<file path="src/rtl/vip_frame_ctrl_if.sv">
// Host configuration handshake for vip_frame_ctrl.
//  cfg_valid   host -> ctrl   configuration word valid
//  cfg_ready   ctrl -> host   controller can accept a configuration word
//  cfg_thresh  host -> ctrl   requested Sobel threshold
//  cfg_mode    host -> ctrl   requested image mode
// master modport is the host side, slave modport is the controller side.
interface vip_frame_ctrl_if;
    logic       cfg_valid;
    logic       cfg_ready;
    logic [7:0] cfg_thresh;
    logic [3:0] cfg_mode;

    modport master (output cfg_valid, output cfg_thresh, output cfg_mode, input cfg_ready);
    modport slave  (input cfg_valid, input cfg_thresh, input cfg_mode, output cfg_ready);
endinterface

</file>
<file path="src/rtl/vip_frame_ctrl.sv">
// vip_frame_ctrl: frame-synchronous configuration and edge statistics controller
// for the Sobel video processing chain.
//  - Host config {threshold, mode} is captured into a shadow register through the
//    cfg handshake and committed to Sobel_Threshold/per_img_mode only at the next
//    input frame start (per_frame_vsync rise), pulsing cfg_applied.
//  - Edge pixels on the processor output are counted per frame and reported at
//    the output frame end (edge_cnt/edge_cnt_valid, frame_cnt).
// Optional feature macro: ADAPT_THRESH_EN enables the adaptive threshold loop
// (auto_en steers the threshold by STEP toward [TARGET_LO, TARGET_HI]).
// Ports:
//  clk, rst_n                 clock, asynchronous active-low reset
//  cfg                        host handshake (vip_frame_ctrl_if.slave)
//  auto_en                    adaptive threshold enable
//  per_frame_vsync            processor input vsync
//  post_frame_*/post_img_Bit  processor output timing and edge bit
//  Sobel_Threshold/per_img_mode  active config to the processor
//  cfg_applied                one-cycle commit pulse
//  edge_cnt/edge_cnt_valid    last frame edge count and update pulse
//  frame_cnt                  completed output frames (wrapping)
//
// state | meaning
// IDLE  | no pending config, host may transfer
// PEND  | shadow config waiting for the next input frame start
module vip_frame_ctrl #(
    parameter logic [7:0]  THRESH_INIT = 8'd64,
    parameter logic [3:0]  MODE_INIT   = 4'd0,
    parameter logic [23:0] TARGET_LO   = 24'd2000,
    parameter logic [23:0] TARGET_HI   = 24'd20000,
    parameter logic [7:0]  STEP        = 8'd4
) (
    input  logic                  clk,
    input  logic                  rst_n,
    vip_frame_ctrl_if.slave       cfg,
    input  logic                  auto_en,
    input  logic                  per_frame_vsync,
    input  logic                  post_frame_vsync,
    input  logic                  post_frame_href,
    input  logic                  post_frame_clken,
    input  logic                  post_img_Bit,
    output logic [7:0]            Sobel_Threshold,
    output logic [3:0]            per_img_mode,
    output logic                  cfg_applied,
    output logic [23:0]           edge_cnt,
    output logic                  edge_cnt_valid,
    output logic [15:0]           frame_cnt
);

    typedef enum logic [0:0] {S_IDLE, S_PEND} state_t;

    state_t      state, state_nxt;
    logic [7:0]  sh_thr, sh_thr_nxt;
    logic [3:0]  sh_mode, sh_mode_nxt;
    logic        commit;

    logic        pre_vs_q, pre_vs_d;
    logic        post_vs_q, post_vs_d;
    logic        href_q, clken_q, bit_q;
    logic        pre_rise, post_rise, post_fall;
    logic        armed;
    logic [23:0] cnt;
    logic        frame_done;

    // Vsync history resets high: if reset is released in the middle of a frame,
    // no rise is seen, so the partial frame is never armed and never reported.
    always_ff @(posedge clk or negedge rst_n) begin
        if (!rst_n) begin
            pre_vs_q  <= 1'b1;
            pre_vs_d  <= 1'b1;
            post_vs_q <= 1'b1;
            post_vs_d <= 1'b1;
            href_q    <= 1'b0;
            clken_q   <= 1'b0;
            bit_q     <= 1'b0;
        end else begin
            pre_vs_q  <= per_frame_vsync;
            pre_vs_d  <= pre_vs_q;
            post_vs_q <= post_frame_vsync;
            post_vs_d <= post_vs_q;
            href_q    <= post_frame_href;
            clken_q   <= post_frame_clken;
            bit_q     <= post_img_Bit;
        end
    end

    assign pre_rise   = pre_vs_q & ~pre_vs_d;
    assign post_rise  = post_vs_q & ~post_vs_d;
    assign post_fall  = ~post_vs_q & post_vs_d;
    assign frame_done = post_fall & armed;

`ifdef ADAPT_THRESH_EN
    logic [8:0] thr_up;
    assign thr_up = {1'b0, Sobel_Threshold} + {1'b0, STEP};
`else
    logic [56:0] unused_adapt;
    assign unused_adapt = {auto_en, TARGET_LO, TARGET_HI, STEP};
`endif

    always_ff @(posedge clk or negedge rst_n) begin
        if (!rst_n) begin
            state   <= S_IDLE;
            sh_thr  <= THRESH_INIT;
            sh_mode <= MODE_INIT;
        end else begin
            state   <= state_nxt;
            sh_thr  <= sh_thr_nxt;
            sh_mode <= sh_mode_nxt;
        end
    end

    always_comb begin
        state_nxt     = state;
        sh_thr_nxt    = sh_thr;
        sh_mode_nxt   = sh_mode;
        commit        = 1'b0;
        cfg.cfg_ready = 1'b0;
        case (state)
            S_IDLE: begin
                cfg.cfg_ready = 1'b1;
                if (cfg.cfg_valid) begin
                    // a host transfer always wins over an adaptive step
                    sh_thr_nxt  = cfg.cfg_thresh;
                    sh_mode_nxt = cfg.cfg_mode;
                    state_nxt   = S_PEND;
                end
`ifdef ADAPT_THRESH_EN
                else if (frame_done && auto_en) begin
                    if (cnt > TARGET_HI) begin
                        sh_thr_nxt  = thr_up[8] ? 8'hFF : thr_up[7:0];
                        sh_mode_nxt = per_img_mode;
                        state_nxt   = S_PEND;
                    end else if (cnt < TARGET_LO) begin
                        sh_thr_nxt  = (Sobel_Threshold < STEP) ? 8'h00 : Sobel_Threshold - STEP;
                        sh_mode_nxt = per_img_mode;
                        state_nxt   = S_PEND;
                    end
                end
`endif
            end
            S_PEND: begin
                if (pre_rise) begin
                    commit    = 1'b1;
                    state_nxt = S_IDLE;
                end
            end
            default: state_nxt = S_IDLE;
        endcase
    end

    always_ff @(posedge clk or negedge rst_n) begin
        if (!rst_n) begin
            Sobel_Threshold <= THRESH_INIT;
            per_img_mode    <= MODE_INIT;
            cfg_applied     <= 1'b0;
        end else begin
            cfg_applied <= commit;
            if (commit) begin
                Sobel_Threshold <= sh_thr;
                per_img_mode    <= sh_mode;
            end
        end
    end

    always_ff @(posedge clk or negedge rst_n) begin
        if (!rst_n) begin
            armed          <= 1'b0;
            cnt            <= 24'd0;
            edge_cnt       <= 24'd0;
            edge_cnt_valid <= 1'b0;
            frame_cnt      <= 16'd0;
        end else if (frame_done) begin
            edge_cnt       <= cnt;
            edge_cnt_valid <= 1'b1;
            frame_cnt      <= frame_cnt + 16'd1;
            cnt            <= 24'd0;
            armed          <= 1'b0;
        end else begin
            edge_cnt_valid <= 1'b0;
            if (post_rise)
                armed <= 1'b1;
            if (armed && post_vs_q && href_q && clken_q && bit_q && (cnt != 24'hFFFFFF))
                cnt <= cnt + 24'd1;
        end
    end

endmodule

</file>
<file path="src/flat_wrapper.sv">
// flat-port wrapper written by rule: the top's interface ports become plain ports
module vip_frame_ctrl_flat 
#(
    parameter logic [7:0]  THRESH_INIT = 8'd64,
    parameter logic [3:0]  MODE_INIT   = 4'd0,
    parameter logic [23:0] TARGET_LO   = 24'd2000,
    parameter logic [23:0] TARGET_HI   = 24'd20000,
    parameter logic [7:0]  STEP        = 8'd4
)
  (clk, rst_n, auto_en, per_frame_vsync, post_frame_vsync, post_frame_href, post_frame_clken, post_img_Bit, Sobel_Threshold, per_img_mode, cfg_applied, edge_cnt, edge_cnt_valid, frame_cnt, cfg_cfg_valid, cfg_cfg_thresh, cfg_cfg_mode, cfg_cfg_ready);
  vip_frame_ctrl_if cfg_i ();
  input  logic clk;
  input  logic rst_n;
  input  logic auto_en;
  input  logic per_frame_vsync;
  input  logic post_frame_vsync;
  input  logic post_frame_href;
  input  logic post_frame_clken;
  input  logic post_img_Bit;
  output logic [7:0] Sobel_Threshold;
  output logic [3:0] per_img_mode;
  output logic cfg_applied;
  output logic [23:0] edge_cnt;
  output logic edge_cnt_valid;
  output logic [15:0] frame_cnt;
  input wire logic [$bits(cfg_i.cfg_valid)-1:0] cfg_cfg_valid;
  input wire logic [$bits(cfg_i.cfg_thresh)-1:0] cfg_cfg_thresh;
  input wire logic [$bits(cfg_i.cfg_mode)-1:0] cfg_cfg_mode;
  output wire logic [$bits(cfg_i.cfg_ready)-1:0] cfg_cfg_ready;
  assign cfg_i.cfg_valid = cfg_cfg_valid;
  assign cfg_i.cfg_thresh = cfg_cfg_thresh;
  assign cfg_i.cfg_mode = cfg_cfg_mode;
  assign cfg_cfg_ready = cfg_i.cfg_ready;
  vip_frame_ctrl #(.THRESH_INIT(THRESH_INIT), .MODE_INIT(MODE_INIT), .TARGET_LO(TARGET_LO), .TARGET_HI(TARGET_HI), .STEP(STEP)) u_core (.clk(clk), .rst_n(rst_n), .cfg(cfg_i), .auto_en(auto_en), .per_frame_vsync(per_frame_vsync), .post_frame_vsync(post_frame_vsync), .post_frame_href(post_frame_href), .post_frame_clken(post_frame_clken), .post_img_Bit(post_img_Bit), .Sobel_Threshold(Sobel_Threshold), .per_img_mode(per_img_mode), .cfg_applied(cfg_applied), .edge_cnt(edge_cnt), .edge_cnt_valid(edge_cnt_valid), .frame_cnt(frame_cnt));
endmodule
</file>
<file path="config.mk">
export PLATFORM = sky130hd
export DESIGN_NAME = vip_frame_ctrl_flat
export DESIGN_NICKNAME = d
export VERILOG_FILES = /design/src/rtl/vip_frame_ctrl_if.sv /design/src/rtl/vip_frame_ctrl.sv /design/src/flat_wrapper.sv
export SDC_FILE = /design/constraint.sdc
export NUM_CORES = 1
export LEC_CHECK = 0
export ABC_AREA = 1
export BUFFER_PORTS_ARGS = -buffer_cell sky130_fd_sc_hd__buf_4
export CAP_MARGIN = 20
export CORE_UTILIZATION = 55
export DETAILED_ROUTE_END_ITERATION = 7
export GPL_ROUTABILITY_DRIVEN = 0
export PLACE_DENSITY_LB_ADDON = 0.05
export SLEW_MARGIN = 20
export SYNTH_ARGS = -nofsm -noshare
export SYNTH_HDL_FRONTEND = slang
export SYNTH_SLANG_ARGS = --single-unit
</file>
<file path="constraint.sdc">
create_clock -name clk -period 1.9 [get_ports clk]
set_input_delay 0 -clock clk [delete_from_list [all_inputs] [get_ports clk]]
set_output_delay 0 -clock clk [all_outputs]
set_load 0.05 [all_outputs]
</file>
==> parameters.txt, run 1 <==
Parameter                              Value

Run status
  Outcome    complete, no violations

Die
  Total die area    0.00862 mm2
  Placeable core region    0.00785 mm2
  Die H    92.8 um
  I/O pin total    76
  Core Rows    32
  Effective utilization at floorplan    57.8%
  Horizontal extent of the die    92.8 um

Cells and area
  Leading cell type in the layout, fill and taps excluded    sky130_fd_sc_hd__nand2_1
  Commonest cells after routing, fill and taps aside    sky130_fd_sc_hd__nand2_1 (180), sky130_fd_sc_hd__dfrtp_1 (93), sky130_fd_sc_hd__buf_4 (78)
  # fillers    629
  Final nets    653
  Proportion of layout cells with a drive suffix above 1    20.9%
  Antenna Cells    0
  Cell Count, Final, Fillers Out    737
  Layout area overhead    23.5%

Power
  Register share of total power    49.7%
  Static power due to leakage    2.82 nW
  Internal power    3.33 mW
  Max VDD drop    905 uV
  Net switching share of the total power    33.3%
  Fraction of power consumed by combinational cells    22.6%
  Portion of total power attributed to the clock network    27.7%
  Power spent charging and discharging nets    1.66 mW
  Power density cells    891 mW/mm2

Critical path
  Crit-path slowest cell    sky130_fd_sc_hd__dfrtp_1
  Worst endpoint required time    2.17 ns
  Sort of element at the start of the critical path    flop
  Family with the most delay on the worst path    simple AND/OR/NAND/NOR gates
  Maximum net fanout on the critical path    24
  Crit. End Element    flop
  Setup Crit Path Kind    flop to flop
  Cell Chain, Critical Path    ha_1, nand2_2, nor2_4, nand2_4, nor2_8, nand2_2, nand2_4, nand2_1, nand2_1, nand2_1
  Critical Path AT    1.98 ns
  Top cell by count, worst path    sky130_fd_sc_hd__nand2_1
  Delay of the slowest critical-path stage    0.41 ns
  Buffers & Inverters on Critical Path    0

Timing
  Final count of pins violating max slew    0
  Final critical-path share of the clock period    90.4%
  Highest attainable clock frequency    0.582 GHz
  Slew @ Worst Pin    0.529 ns
  Endpoints failing hold    0
  Sum Neg Setup Slack    0 ns
  Setup repair after global routing missed its margin    no
  Worst setup skew after layout    0.00750 ns
  Max-slew headroom at the worst pin    64.6%
  Time the worst path needs with I/O delays and setup    1.72 ns
  Number of setup violations in the final report    0

Drt
  Number of detailed-routing iterations run before antenna repair    5
  Number of violations reported at the end of detailed-routing iteration 0    207
  Remaining antenna violation count    0
  Vias after detailed routing    3675
  Post-DR vias/cell    4.99
  Drt drc    0
  Aggregate routed wire length    9520 um
  Per-cell routed wire length    12.9 um

Place
  Placed cells    702
  Half-perimeter wire length after detailed placement    6560 um
  # port buffers    74

Clocking
  CTS tree    built
  Worst-Skew Late Latency    0.36 ns
  Number of buffers inserted to repair setup after CTS    0
  Sinks on Clock Net    99
  Number of buffers added by the clock tree synthesis step    9
  Clock slew seen by the registers of the worst setup and hold paths    0.10 ns
  Clock Tree Buf Depth    2
  Clock H-tree levels    3
  Number of hold buffers added after cts    19
  Buffer type at the clock tree root    sky130_fd_sc_hd__clkbuf_8
  Resized Gates After CTS    0

Synth
  Synthesis-stage register bit count    99
  Sequential fraction of the synthesis area    54.8%
  Post-synthesis cell area    0.00454 mm2
  Distinct cell type count of the synthesized netlist    28
  Yosys warnings    0
  Cell count after synthesis    536
  Mapped Nets    559
  Average cell area after synthesis    8.46 um2

Flow run
  Number of maximum-capacitance constraint violations    0

Global routing
  Total track usage    24.0%
  Overall overflow remaining after global route    0
  Via count of the first global-routing pass    3516
  Largest net degree at the start of global routing    78
  Wire length of the first global-routing pass    16200 um
  Number of antenna violations at the first check in global routing    0

Min path
  Kind of path behind the tightest hold check    input pin to async pin
## state kept, by name (all words and copies together) (netlist names)
| signal | cells |
|---|---|
| u_core.cnt | 24 |
| u_core.edge_cnt | 24 |
| u_core.frame_cnt | 16 |
| u_core.Sobel_Threshold | 8 |
| u_core.sh_thr | 8 |
| u_core.per_img_mode | 4 |
| u_core.sh_mode | 4 |
| u_core.armed | 1 |
| u_core.bit_q | 1 |
| u_core.cfg_applied | 1 |
| u_core.clken_q | 1 |
| u_core.edge_cnt_valid | 1 |
| u_core.href_q | 1 |
| u_core.post_vs_d | 1 |
| u_core.post_vs_q | 1 |
| u_core.pre_vs_d | 1 |
| u_core.pre_vs_q | 1 |
| u_core.state | 1 |
## metrics by stage
stage                     util, %  setup slack [ns]  hold slack (ns)  instance area (um2)  total power [mW]
after floorplan                 -             0.248           -0.296                 4540              3.24
after global placement       66.4             0.274          -0.0291                 5210              3.60
after detailed placement     66.4             0.207          -0.0312                 5210              3.63
after CTS                    71.4             0.197            0.108                 5600              5.04
after global routing         71.4            0.0448            0.139                 5600              5.21
final                        71.4             0.183            0.107                 5600              4.99
## worst register-to-register path: stages, from the launching register on
cell and delay, ns:
sky130_fd_sc_hd__dfrtp_1 0.41, sky130_fd_sc_hd__ha_1 0.20, sky130_fd_sc_hd__nand2_2 0.09, sky130_fd_sc_hd__nor2_4 0.18, sky130_fd_sc_hd__nand2_4 0.10, sky130_fd_sc_hd__nor2_8 0.11
sky130_fd_sc_hd__nand2_2 0.07, sky130_fd_sc_hd__nand2_4 0.23, sky130_fd_sc_hd__nand2_1 0.12, sky130_fd_sc_hd__nand2_1 0.08, sky130_fd_sc_hd__nand2_1 0.04
## path summary, 6_finish.rpt
kind	startpoint	slack [ns]	end	depth (start not counted)
max in group asynchronous	rst_n	1.07	u_core.post_vs_d	3
hold reg to reg	u_core.pre_vs_q	0.37	u_core.pre_vs_d	0
min in group clk	post_frame_vsync	0.28	u_core.post_vs_q	2
setup / recovery	u_core.cnt[1]	0.18	u_core.cnt[9]	10
hold / removal	rst_n	0.11	u_core.sh_thr[7]	2
setup reg to reg	u_core.cnt[1]	0.18	u_core.cnt[9]	10
## routing by layer
| metal | global-route usage, % | up-vias | wire length [um] |
|---|---|---|---|
| met2 | 37.9 | 98 | 4440 |
| met1 | 33.5 | 1702 | 4510 |
| li1 | - | 1865 | - |
| met4 | 9.62 | 0 | 127 |
| met3 | 3.53 | 10 | 442 |
| met5 | 0 | - | 0 |
## power by group through the flow
stage               Sequential [mW]  Combinational (mW)  Clock, mW
global placement               2.51                1.09          0
finish                         2.48                1.13       1.38
CTS                            2.48                1.14       1.41
detailed placement             2.52                1.11          0
floorplan                      2.95               0.286          0
global route                   2.51                1.21       1.49
## logic make-up after synthesis
kind of cell,Yosys count,synth area share (%)
AND/OR/NAND/NOR,301,28.5
flip-flops,99,54.8
buffers and inverters,71,6.48
AO/OA/AOI/OAI,39,4.36
XOR/XNOR,12,2.32
multiplexers,12,2.98
adder cells (fa/ha/maj),2,0.551
## cell usage after synthesis, drive strengths merged
cell / n / area [um2]
a21oi: 3 / 15.0
a22oi: 1 / 7.51
and2: 1 / 6.26
buf: 12 / 72.6
clkbuf: 4 / 15.0
dfrtp: 93 / 2330
dfstp: 6 / 158
ha: 2 / 25.0
inv: 55 / 206
mux2: 12 / 135
nand2: 184 / 711
nand3: 57 / 285
nand4: 4 / 25.0
nor2: 52 / 249
nor3: 1 / 5.00
nor3b: 1 / 7.51
o21ai: 35 / 175
or2: 1 / 6.26
xnor2: 6 / 52.6
xor2: 6 / 52.6
## layout make-up
cell class                 instances  area (um2)  share of cell area (%)
tap                              102         128                    2.28
clock buffer                       9         124                    2.21
inverter                          55         206                    3.68
timing repair buffer              99         816                    14.6
clock inverter                     7        81.3                    1.45
sequential                        99        2480                    44.4
multi-input combinational        366        1760                    31.5
No activity file was read; power rests on OpenSTA's default activity.
==> inputs of run 2 (changes only) <==
- GPL_TIMING_DRIVEN: unset -> 0
- MAX_ROUTING_LAYER: unset -> met4
==> run 2 against run 1 <==
Register-to-register slack lost 0.04 ns; final cell count grew 1.4%; via count grew 3.4%; clock skew rose by 0.0023 ns; sequential share of layout area hardly changed; global-route usage is 2.6 points higher; first-iteration DRC count is 31% lower; non-clock buffer count grew 10; critical path depth decreased by 1; die area is the same; wire length rose by 7.1%.
==> parameters.txt, run 2 (synthesis gave the netlist of run 1 again) <==
Parameter                              Value

Run status
  Outcome    complete, no violations

Global routing
  Total track usage    26.6% (+2.6 points)
  Wire length of the first global-routing pass    17300 um (+7.2%)
  Layer carrying the most global-route usage    met2
  Largest net degree at the start of global routing    100 (+28%)
  Met1 routing resource usage after global routing    34.3% (+0.80 points)
  Via count of the first global-routing pass    3726 (+6.0%)
  Number of antenna violations at the first check in global routing    0 (unchanged)
  Grt met2 use    43.0% (+5.1 points)
  Overall overflow remaining after global route    0 (unchanged)
  Met3 track demand over resource    5.42% (+1.9 points)

Die
  I/O pin total    76 (unchanged)
  Die H    92.8 um (unchanged)
  Effective utilization at floorplan    57.8% (unchanged)
  Placeable core region    0.00785 mm2 (unchanged)
  Total die area    0.00862 mm2 (unchanged)
  Horizontal extent of the die    92.8 um (unchanged)
  Core Rows    32 (unchanged)

Critical path
  Buffers & Inverters on Critical Path    1 (+1)
  Worst endpoint required time    2.15 ns (-0.02 ns)
  Logic depth of the worst path, buffers included    9 (-1)
  Crit-path slowest cell    sky130_fd_sc_hd__dfrtp_1
  Reg-to-Reg Start    u_core.cnt[1]
  Critical Path AT    2.01 ns (+0.03 ns)
  Sort of element at the start of the critical path    flop
  Crit. End Element    flop
  Family with the most delay on the worst path    simple AND/OR/NAND/NOR gates
  Capture point of the worst reg-to-reg path    u_core.cnt[5]
  Delay of the slowest critical-path stage    0.41 ns (about the same)
  Register-to-Register Setup Slack    0.14 ns (-0.04 ns)
  Setup Crit Path Kind    flop to flop
  Cell Chain, Critical Path    ha_1, nand2_2, nor2_4, nand3_1, nor2_1, nor2_1, buf_2, nand3_1, nand2_1
  Maximum net fanout on the critical path    10 (-58%)
  Worst Reg2Reg Path Length in Cells    9 (-1)

Min path
  WHS Path Cells    2
  Kind of path behind the tightest hold check    input pin to flop
  Source of the worst hold timing path    post_frame_vsync
  Hold Crit Endpoint    u_core.post_vs_q

Cells and area
  # fillers    656 (+4.3%)
  Leading cell type in the layout, fill and taps excluded    sky130_fd_sc_hd__nand2_1
  Commonest cells after routing, fill and taps aside    sky130_fd_sc_hd__nand2_1 (180), sky130_fd_sc_hd__dfrtp_1 (93), sky130_fd_sc_hd__buf_4 (73)
  Proportion of layout cells with a drive suffix above 1    20.9% (about the same)
  Layout area overhead    23.5% (about the same)
  Registers with the most flip-flops    u_core.cnt x24, u_core.edge_cnt x24, u_core.frame_cnt x16
  Final nets    663 (+1.5%)
  Antenna Cells    0 (unchanged)

Timing
  Highest attainable clock frequency    0.569 GHz (-2.3%)
  Worst setup skew after layout    0.00980 ns (+0.00230 ns)
  Sum Neg Setup Slack    0 ns (unchanged)
  Max-slew headroom at the worst pin    42.4% (-22 points)
  WHS    0.280 ns (+0.173 ns)
  Endpoints failing hold    0 (unchanged)
  Time the worst path needs with I/O delays and setup    1.76 ns (+0.0413 ns)
  Final count of pins violating max slew    0 (unchanged)
  Number of setup violations in the final report    0 (unchanged)
  Slew @ Worst Pin    0.864 ns (+0.335 ns)
  Final critical-path share of the clock period    92.5% (+2.2 points)
  Setup repair after global routing missed its margin    no

Drt
  Post-DR vias/cell    5.09 (+2.0%)
  Per-cell routed wire length    13.6 um (+5.7%)
  Number of detailed-routing iterations run before antenna repair    5 (unchanged)
  Drt drc    0 (unchanged)
  Remaining antenna violation count    0 (unchanged)
  Aggregate routed wire length    10200 um (+7.1%)
  Number of violations reported at the end of detailed-routing iteration 0    143 (-31%)
  Vias after detailed routing    3800 (+3.4%)

Place
  Half-perimeter wire length after detailed placement    7210 um (+10%)
  # port buffers    74 (unchanged)

Clocking
  Number of buffers added by the clock tree synthesis step    9 (unchanged)
  Number of buffers inserted to repair setup after CTS    0 (unchanged)
  Clock H-tree levels    3 (unchanged)
  CTS tree    built
  Sinks on Clock Net    99 (unchanged)
  Buffer type at the clock tree root    sky130_fd_sc_hd__clkbuf_8
  Clock slew seen by the registers of the worst setup and hold paths    0.09 ns (about the same)
  Number of hold buffers added after cts    19 (unchanged)
  Worst-Skew Late Latency    0.36 ns (about the same)
  Resized Gates After CTS    0 (unchanged)
  Clock Tree Buf Depth    2 (unchanged)

Power
  Power density cells    883 mW/mm2 (-0.89%)
  Static power due to leakage    2.83 nW (+0.42%)
  Max VDD drop    659 uV (-27%)

Flow run
  Number of maximum-capacitance constraint violations    0 (unchanged)
==> run 2: worst max-delay path by stage <==
| stage | start | end | slack (ns) |
|---|---|---|---|
| 3_5_place_dp | u_core.cnt[1] | u_core.cnt[5] | 0.16 |
| 3_3_place_gp | u_core.cnt[1] | u_core.cnt[11] | 0.20 |
| 4_1_cts | u_core.cnt[1] | u_core.cnt[13] | 0.15 |
| 2_1_floorplan | u_core.frame_cnt[1] | u_core.frame_cnt[14] | 0.25 |
| 5_1_grt | u_core.cnt[1] | u_core.cnt[13] | 0.02 |
| 6_report | u_core.cnt[1] | u_core.cnt[5] | 0.14 |
==> run 2: cell type report <==
type / count / area [um2] / share of cell area (%)
clock buffers: 12 / 135 / 2.41
clock inverters: 4 / 52.6 / 0.938
inverters: 55 / 206 / 3.69
multi-input cells: 366 / 1760 / 31.4
repair buffers: 93 / 749 / 13.4
plain buffers: 16 / 87.6 / 1.56
flip-flops and latches: 99 / 2480 / 44.4
well taps: 102 / 128 / 2.28
==> run 2: power breakdown <==
group / leakage, nW / internal [mW] / switching (mW)
combinational: 1.44 / 0.369 / 0.775
clock: 0.0945 / 0.614 / 0.702
sequential: 1.30 / 2.33 / 0.152
==> run 2: layer usage <==
metal  part of all wire [%]  vias to the layer above
met4                   0.74                        0
met1                     44                     1793
met5                      0                        -
met2                     49                      111
li1                       -                     1890
met3                    5.5                        6
==> run 2: worst register-to-register path: stages (launching register included) <==
cell	delay (ns)
sky130_fd_sc_hd__dfrtp_1	0.41
sky130_fd_sc_hd__ha_1	0.20
sky130_fd_sc_hd__nand2_2	0.10
sky130_fd_sc_hd__nor2_4	0.18
sky130_fd_sc_hd__nand3_1	0.19
sky130_fd_sc_hd__nor2_1	0.15
sky130_fd_sc_hd__nor2_1	0.07
sky130_fd_sc_hd__buf_2	0.20
sky130_fd_sc_hd__nand3_1	0.10
sky130_fd_sc_hd__nand2_1	0.06
==> run 2: stage by stage <==
step	power (mW)	setup slack [ns]	instances	util, %	cell area (um2)
finish	4.95	0.142	747	71.4	5600
global route	5.16	0.0209	747	71.4	5600
CTS	5.00	0.153	747	71.4	5600
detailed placement	3.65	0.160	712	66.6	5220
global placement	3.60	0.197	712	66.5	5220
floorplan	3.24	0.248	536	-	4540
==> inputs of run 3 (changes only) <==
- CORE_UTILIZATION: 55 -> 56
==> run 3 against run 2 <==
Hold slack improved by 0.0068 ns; core utilization rose by 0.77 points; final cell count did not move; non-clock buffer count did not move; via count fell by 0.34%; highest routed layer unchanged.
==> parameters.txt, run 3 (synthesis gave the netlist of run 1 again) <==
Parameter                              Value

Run status
  Outcome    complete, no violations

Timing
  Max-slew headroom at the worst pin    42.1% (-0.30 points)
  Setup repair after global routing missed its margin    no
  Smallest setup slack after layout    0.186 ns (+0.0444 ns)
  Time the worst path needs with I/O delays and setup    1.71 ns (-0.0444 ns)
  Slew @ Worst Pin    0.869 ns (+0.00447 ns)
  Endpoints failing hold    0 (unchanged)
  Worst setup skew after layout    0.0106 ns (+0.000826 ns)
  Highest attainable clock frequency    0.583 GHz (+2.6%)
  Final critical-path share of the clock period    90.2% (-2.3 points)
  Final count of pins violating max slew    0 (unchanged)
  Sum Neg Setup Slack    0 ns (unchanged)
  Number of setup violations in the final report    0 (unchanged)

Power
  Power density cells    872 mW/mm2 (-1.3%)
  Overall power    4.89 mW (-1.2%)
  Max VDD drop    714 uV (+8.3%)
  Static power due to leakage    2.83 nW (about the same)

Drt
  Number of violations reported at the end of detailed-routing iteration 0    222 (+55%)
  Number of detailed-routing iterations run before antenna repair    4 (-1)
  Post-DR vias/cell    5.07 (-0.34%)
  Drt drc    0 (unchanged)
  Vias after detailed routing    3787 (-0.34%)
  Remaining antenna violation count    0 (unchanged)
  Per-cell routed wire length    13.3 um (-2.2%)
  Aggregate routed wire length    9970 um (-2.2%)

Critical path
  Worst endpoint required time    2.15 ns (about the same)
  Crit. End Element    flop
  Setup Crit Path Kind    flop to flop
  CP startpoint    u_core.cnt[1]
  Critical Path AT    1.97 ns (-0.04 ns)
  Maximum net fanout on the critical path    10 (unchanged)
  Reg-to-Reg Start    u_core.cnt[1]
  Sort of element at the start of the critical path    flop

Global routing
  Via count of the first global-routing pass    3615 (-3.0%)
  Wire length of the first global-routing pass    16800 um (-3.1%)
  Number of antenna violations at the first check in global routing    0 (unchanged)
  Total track usage    26.1% (-0.54 points)
  Largest net degree at the start of global routing    100 (unchanged)
  Overall overflow remaining after global route    0 (unchanged)

Cells and area
  Antenna Cells    0 (unchanged)
  Commonest cells after routing, fill and taps aside    sky130_fd_sc_hd__nand2_1 (180), sky130_fd_sc_hd__dfrtp_1 (93), sky130_fd_sc_hd__buf_4 (73)
  Layout area overhead    23.5% (about the same)
  Registers with the most flip-flops    u_core.cnt x24, u_core.edge_cnt x24, u_core.frame_cnt x16
  Final nets    663 (unchanged)
  Proportion of layout cells with a drive suffix above 1    21.6% (+0.62 points)
  Leading cell type in the layout, fill and taps excluded    sky130_fd_sc_hd__nand2_1
  Cell Count, Final, Fillers Out    747 (unchanged)

Clocking
  Clock slew seen by the registers of the worst setup and hold paths    0.09 ns (about the same)
  Sinks on Clock Net    99 (unchanged)
  Clock H-tree levels    3 (unchanged)
  Buffer type at the clock tree root    sky130_fd_sc_hd__clkbuf_8
  Worst-Skew Late Latency    0.36 ns (about the same)
  CTS tree    built
  Number of buffers added by the clock tree synthesis step    9 (unchanged)
  Clock Tree Buf Depth    2 (unchanged)
  Number of buffers inserted to repair setup after CTS    0 (unchanged)

Min path
  Kind of path behind the tightest hold check    input pin to async pin

Die
  Core Rows    32 (unchanged)
  Total die area    0.00847 mm2 (-1.7%)
  I/O pin total    76 (unchanged)
  Die H    92.0 um (-0.88%)
  Placeable core region    0.00777 mm2 (-1.0%)
  Effective utilization at floorplan    58.4% (+0.60 points)
  Horizontal extent of the die    92.0 um (-0.88%)

Flow run
  Number of maximum-capacitance constraint violations    0 (unchanged)

Place
  # port buffers    74 (unchanged)
  Worst slack at placement    0.163 ns (+0.00250 ns)
  Placed cells    712 (unchanged)
  Half-perimeter wire length after detailed placement    6830 um (-5.3%)
[run 3: final cells by class]
cell class / count / area, um2
flip-flops and latches: 99 / 2480
fillers: 624 / 2160
multi-input cells: 366 / 1760
repair buffers: 93 / 749
inverters: 55 / 206
clock buffers: 10 / 138
well taps: 102 / 128
plain buffers: 16 / 87.6
clock inverters: 6 / 47.5
[run 3: critical path: stages (launching register included)]
cell and delay, ns:
sky130_fd_sc_hd__dfrtp_1 0.41, sky130_fd_sc_hd__ha_1 0.22, sky130_fd_sc_hd__nand2_2 0.10, sky130_fd_sc_hd__nor2_4 0.19, sky130_fd_sc_hd__nand3_2 0.14, sky130_fd_sc_hd__nor2_1 0.13, sky130_fd_sc_hd__nor2_1 0.07, sky130_fd_sc_hd__buf_2 0.20
sky130_fd_sc_hd__nand3_1 0.10, sky130_fd_sc_hd__nand2_1 0.06
[run 3: path summary, 6_finish.rpt]
check | endpoint | slack, ns | cells past startpoint
worst max-delay path | u_core.cnt[4] | 0.19 | 9
worst min-delay path | u_core.edge_cnt[19] | 0.29 | 2
worst max register to register | u_core.cnt[4] | 0.19 | 9
worst min register to register | u_core.pre_vs_d | 0.38 | 0
max in group asynchronous | u_core.frame_cnt[1] | 1.02 | 2
min in group clk | u_core.pre_vs_q | 0.29 | 2
[run 3: stage by stage]
| step | hold WS (ns) | instance area [um2] | utilization, % |
|---|---|---|---|
| detailed placement | 0.109 | 5220 | 67.3 |
| floorplan | -0.296 | 4540 | - |
| global route | 0.295 | 5600 | 72.1 |
| finish | 0.287 | 5600 | 72.1 |
| CTS | 0.279 | 5600 | 72.1 |
| global placement | 0.109 | 5220 | 67.2 |
[run 3: repair_timing]
item / in CTS / in global routing
hold buffers: 19 / 0
gates resized for setup: 0 / 1
endpoints found under the setup margin: 0 / 4
endpoints found under the hold margin: 111 / 0
[run 3: per-layer routing]
metal	GRT usage, %	vias up	wire length, um
met5	-	-	0
met4	8.59	0	104
met3	2.82	9	521
met2	40.8	104	4790
met1	35.9	1785	4550
li1	-	1889	-
[run 3: where the power goes]
group,switching [mW],internal [mW]
registers,0.146,2.33
logic,0.774,0.370
clock network,0.740,0.524
